### config.mk
export PLATFORM = sky130hd
export DESIGN_NAME = if_fetch
export DESIGN_NICKNAME = d
export VERILOG_FILES = /design/src/rtl/if_fetch.sv
export SDC_FILE = /design/constraint.sdc
export NUM_CORES = 1
export LEC_CHECK = 0
export CORE_ASPECT_RATIO = 0.75
export CORE_MARGIN = 3
export CORE_UTILIZATION = 25
export DETAILED_ROUTE_END_ITERATION = 8
export GPL_TIMING_DRIVEN = 1
export SYNTH_ARGS = -nofsm -noshare
export SYNTH_HDL_FRONTEND = slang
export SYNTH_SLANG_ARGS = --single-unit
### constraint.sdc
create_clock -name clk -period 2.4 [get_ports clk]
set_input_delay 0.36 -clock clk [delete_from_list [all_inputs] [get_ports clk]]
set_output_delay 0.36 -clock clk [all_outputs]
set_load 0.05 [all_outputs]
### src/rtl/if_fetch.sv
// Instruction-fetch stage: owns the PC, drives the instruction SRAM and the IF->ID bus,
// applies ID redirects after one delay slot and survives stalls without losing state.
module if_fetch #(
  parameter logic [31:0] RESET_PC = 32'hBFBF_FFFC,
  parameter int          STALL_W  = 6
) (
  input  logic               clk,
  input  logic               rst,
  input  logic [STALL_W-1:0] stall,
  input  logic [32:0]        br_bus,
  output logic [32:0]        if_to_id_bus,
  output logic               inst_sram_en,
  output logic [3:0]         inst_sram_wen,
  output logic [31:0]        inst_sram_addr,
  output logic [31:0]        inst_sram_wdata,
  input  logic [31:0]        inst_sram_rdata,
  output logic [31:0]        inst_o
);

  logic [31:0] r_pc;
  logic        r_ce;
  logic        r_br_pend;
  logic [31:0] r_br_pend_addr;
  logic        r_hold_vld;
  logic [31:0] r_hold_inst;
  logic        r_stall1_q;

  logic        w_br_e;
  logic [31:0] w_br_addr;
  logic [31:0] w_next_pc;
  logic        w_unused;

  assign w_br_e    = br_bus[32];
  assign w_br_addr = br_bus[31:0];

  // A redirect parked during a stall outranks a fresh one from ID.
  always_comb begin
    w_next_pc = r_pc + 32'd4;
    if (r_br_pend) begin
      w_next_pc = r_br_pend_addr;
    end else if (w_br_e) begin
      w_next_pc = w_br_addr;
    end else begin
      w_next_pc = r_pc + 32'd4;
    end
  end

  always_ff @(posedge clk) begin
    if (rst) begin
      r_pc <= RESET_PC;
      r_ce <= 1'b0;
    end else if (!stall[0]) begin
      r_pc <= w_next_pc;
      r_ce <= 1'b1;
    end else begin
      r_pc <= r_pc;
      r_ce <= r_ce;
    end
  end

  always_ff @(posedge clk) begin
    if (rst) begin
      r_br_pend      <= 1'b0;
      r_br_pend_addr <= 32'h0000_0000;
    end else if (!stall[0]) begin
      r_br_pend      <= 1'b0;
      r_br_pend_addr <= r_br_pend_addr;
    end else if (w_br_e && !r_br_pend) begin
      r_br_pend      <= 1'b1;
      r_br_pend_addr <= w_br_addr;
    end else begin
      r_br_pend      <= r_br_pend;
      r_br_pend_addr <= r_br_pend_addr;
    end
  end

  // Freeze the word returned on the first stalled edge; SRAM output may change afterwards.
  always_ff @(posedge clk) begin
    if (rst) begin
      r_hold_vld  <= 1'b0;
      r_hold_inst <= 32'h0000_0000;
    end else if (stall[1] && !r_hold_vld) begin
      r_hold_vld  <= 1'b1;
      r_hold_inst <= inst_sram_rdata;
    end else if (!stall[1]) begin
      r_hold_vld  <= 1'b0;
      r_hold_inst <= r_hold_inst;
    end else begin
      r_hold_vld  <= r_hold_vld;
      r_hold_inst <= r_hold_inst;
    end
  end

  always_ff @(posedge clk) begin
    if (rst) begin
      r_stall1_q <= 1'b0;
    end else begin
      r_stall1_q <= stall[1];
    end
  end

  assign inst_sram_en    = r_ce & ~stall[0];
  assign inst_sram_addr  = r_pc;
  assign inst_sram_wen   = 4'b0000;
  assign inst_sram_wdata = 32'h0000_0000;
  assign if_to_id_bus    = {r_ce, r_pc};
  assign inst_o          = r_hold_vld ? r_hold_inst : inst_sram_rdata;

  // Upper stall bits belong to later stages; bubbles are ID's business.
  assign w_unused = &{1'b0, stall[STALL_W-1:2], r_stall1_q};

endmodule

==> results.md <==
| Stage | Item | Value |
| --- | --- | --- |
| placed design | # port buffers | 166 |
| timing | Endpoints failing hold | 0 |
| floorplanning | Initial Utilization | 0.2588 |
| timing | Slew @ Worst Pin | 646.9 ps |
| synthesis | Total of flip-flops plus latches after synthesis | 99 |
| synthesis | Mean instance size in the synthesized netlist | 7.683 µm² |
| pwr | P_int | 0.003163 W |
| floorplanning | Site Rows | 46 |
| pwr | Peak VDD IR | 0.2932 mV |
| route | Total number of vias | 5404 |
| timing | Post-route fraction of the period consumed by the critical path | 0.8887 |
| pwr | Switching part of the total power | 0.3903 |
| grt | Global routing met3 resource utilization | 0.05742 |
| clocking | Total clock buffers created by CTS | 9 |
| route | Vias per cell | 4.761 |
| synthesis | Number of enable-type register cells in the synthesized netlist | 0 |
| synthesis | Ys async rst share | 0 |
| floorplanning | Die Footprint | 24130 µm² |
| finish | Post-route standard cell area excluding fillers | 7811 µm² |
| grt | Via count of the first global-routing pass | 4841 |
| clocking | Post-CTS Hold Fix Bufs | 0 |
| setup path | Endpoint kind of the worst setup timing path | output port |
| setup path | Buf+Inv Stages, Crit Path | 1 |
| clocking | Number of cells upsized or downsized after cts | 0 |
| setup path | Worst EP required | 2040 ps |
| floorplanning | Die boundary height | 135.3 µm |
| setup path | Maximum net fanout on the critical path | 9 |
| synthesis | YS warnings | 0 |
| grt | GRT Residual Overflow | 0 |
| pwr | Relative contribution of the clock network to total power | 0.285 |
| min path | Hold crit path type | primary input to flip-flop |
| synthesis | Area fraction of the dominant cell type after synthesis | 0.3558 |
| pwr | Cell area power density | 664.1 nW/µm² |
| setup path | Critical-path top delay cell | clkdlybuf4s50_1 |
| pwr | Share of power burned in combinational logic | 0.353 |
| setup path | Cell Chain, Critical Path | clkdlybuf4s50_1 |
| route | Number of iterations in the first detailed-routing pass | 5 |
| route | Post-detailed-route wirelength per cell | 15.37 µm |
| clocking | CTS H-tree depth | 3 |
| finish | Ratio of cells with drive above 1 in the final layout | 0.1476 |
| grt | Met1 layer usage reported by global route | 0.1980 |
| finish | Fill cells | 2244 |
| grt | Busiest layer in global routing | met2 |
| timing | Timing-limited maximum frequency | 468.8 MHz |
| setup path | Largest stage delay, worst path | 880 ps |
| pwr | Static Leakage | 2.972 nW |
| setup path | Setup crit start kind | flip-flop |
| pwr | Flop pwr share | 0.362 |
| placed design | Sum of net half-perimeters after detailed placement | 12860 µm |
| timing | Final number of setup-violating endpoints | 0 |
| clocking | Longest Clk Path Bufs | 2 |
| finish | Final Core Density | 0.3629 |
| finish | Final net count | 916 |
| synthesis | Library cell occupying the most area in the post-synthesis netlist | dfxtp_1 |
| timing | Layout Skew | 12.12 ps |
| timing | RSZ-0062 raised after global routing | false |
| synthesis | Main synth FF type | dfxtp_1 |
| grt | GR Layer Usage met2 | 0.2049 |
| route | DRC Markers | 0 |
| synthesis | Count of cell types in the netlist | 49 |
| timing | Final sum of negative setup slack | 0 ps |
| clocking | Insertion delay to the later sink of the worst-skew pair | 360 ps |
| finish | Most frequent cells in the layout | 181 x nand2_1, 132 x clkdlybuf4s50_1, 98 x dfxtp_1 |
| route | DRT Wirelength | 17450 µm |
| clocking | Cell at the root of the clock tree | clkbuf_16 |
| finish | ANT cells | 0 |
| floorplanning | Number of placed I/O pins | 207 |
| clocking | Clk pin slew, worst setup/hold paths | 80 ps |
| clocking | Clock tree from TritonCTS | done |
| clocking | Clock Sink Count | 99 |
| setup path | Data arrival time of the worst path | 1770 ps |
| placed design | Placed Area | 7518 µm² |
| finish | Area added between synthesis and finish | 40.23% |
| flow run | Max cap viols | 0 |
| status | Result of the run | finished, final reports clean |
| clocking | Number of buffers inserted by post-CTS setup repair | 0 |
| finish | Most common cell after layout, fill and taps aside | nand2_1 |
| floorplanning | Core Footprint | 21530 µm² |
| pwr | Switching power total | 0.002025 W |
| timing | Final critical path time including I/O delays and setup | 2133 ps |
| grt | Number of antenna violations at the first check in global routing | 3 |
| grt | Wire length of the first global-routing pass | 27050 µm |
| synthesis | Dominant cells by area after synthesis | dfxtp_1 36%, nand2_1 12%, buf_4 9.3% |
| timing | Headroom to the max-slew limit | 0.5688 |
| setup path | Crit Path Class | flip-flop to output port |
| placed design | GP Congestion | 0.7993 |
| synthesis | Area of the mapped netlist | 5570 µm² |
| route | Post-route antenna net violation count | 0 |
| grt | Maximum number of pins on one net before global-route repair | 55 |
| grt | Overall fraction of global-route tracks in use | 0.1416 |
| setup path | Critical path's top delay family | buffers and inverters |
| floorplanning | X dimension of the die | 178.4 µm |
| timing | Max-slew violation total from the final report | 0 |
| synthesis | Proportion of synthesized chip area in sequential cells | 0.3558 |
| route | Drt first-iter violations | 399 |
| synthesis | Syn Inst Count | 725 |
cell type report:
| cell class | instances | area [µm²] | share of cell area |
|---|---|---|---|
| Multi-Input combinational cell | 525 | 2933 | 0.3755 |
| Sequential cell | 99 | 1983 | 0.2539 |
| Clock inverter | 7 | 67.56 | 0.008650 |
| Clock buffer | 9 | 225.2 | 0.02883 |
| Timing Repair Buffer | 193 | 2190 | 0.2803 |
| Inverter | 14 | 52.55 | 0.006728 |
| Tap cell | 288 | 360.3 | 0.04613 |
flip-flops by register name, summed over array words and instances (netlist names):
signal / flops
r_ce: 1
r_hold_inst: 32
inst_sram_addr: 32
r_hold_vld: 1
r_br_pend_addr: 32
r_br_pend: 1
cell usage after synthesis, types with 7 or more instances:
master and count:
nand3b_1 7, dfxtp_1 99, nand2_1 181, buf_4 69, o211ai_1 20, a21oi_1 86, and3_1 9, mux2_2 32
clkbuf_1 42, nor3_1 9, nor2_1 18, o221a_2 8, nand3_1 15, inv_1 14, o21ai_0 10, nand4_1 11
cells by family (layout without fill, tap and decap cells):
logic type	Yosys count	count (layout)	share of synthesized area
and+or+nand+nor	280	280	0.2282
AOI/OAI and AO/OA	174	174	0.2026
buffers and inverters	136	223	0.1422
DFF	99	99	0.3558
muxes	34	34	0.06828
adders and majority gates	1	1	0.002246
other	1	36	0.0006732
metrics by stage:
stage | power (W) | hold WS, ps | cells | setup slack, ps
3_3_place_gp | 0.003732 | 438.4 | 1119 | 200.2
6_report | 0.005188 | 246.2 | 1135 | 267.0
5_1_grt | 0.005445 | 247.8 | 1135 | 185.3
3_5_place_dp | 0.003747 | 446.6 | 1119 | 148.0
4_1_cts | 0.005251 | 232.9 | 1135 | 243.2
2_1_floorplan | 0.003152 | 432.9 | 760 | 293.1
power by group through the flow:
stage	sequential [W]	combinational, W	clock, W
floorplan	0.00206	0.00109	0
global placement	0.00191	0.00182	0
detailed placement	0.00192	0.00183	0
CTS	0.00188	0.00183	0.00154
global route	0.00190	0.00194	0.00160
finish	0.00188	0.00183	0.00148
worst paths after layout:
| kind | startpoint | endpoint | slack (ps) | cells past startpoint |
|---|---|---|---|---|
| setup / recovery | inst_sram_addr[14] | inst_sram_addr[14] | 270 | 1 |
| hold / removal | rst | inst_sram_addr[22] | 250 | 2 |
| setup reg to reg | inst_sram_addr[3] | inst_sram_addr[30] | 470 | 5 |
| hold reg to reg | r_br_pend_addr[16] | r_br_pend_addr[16] | 460 | 2 |
metal layers:
metal / vias up / routed length, µm
li1: 2672 / -
met1: 2529 / 8004
met2: 181 / 7481
met3: 16 / 1766
met4: 6 / 137
met5: - / 54
(Power assumes the default switching activity.)
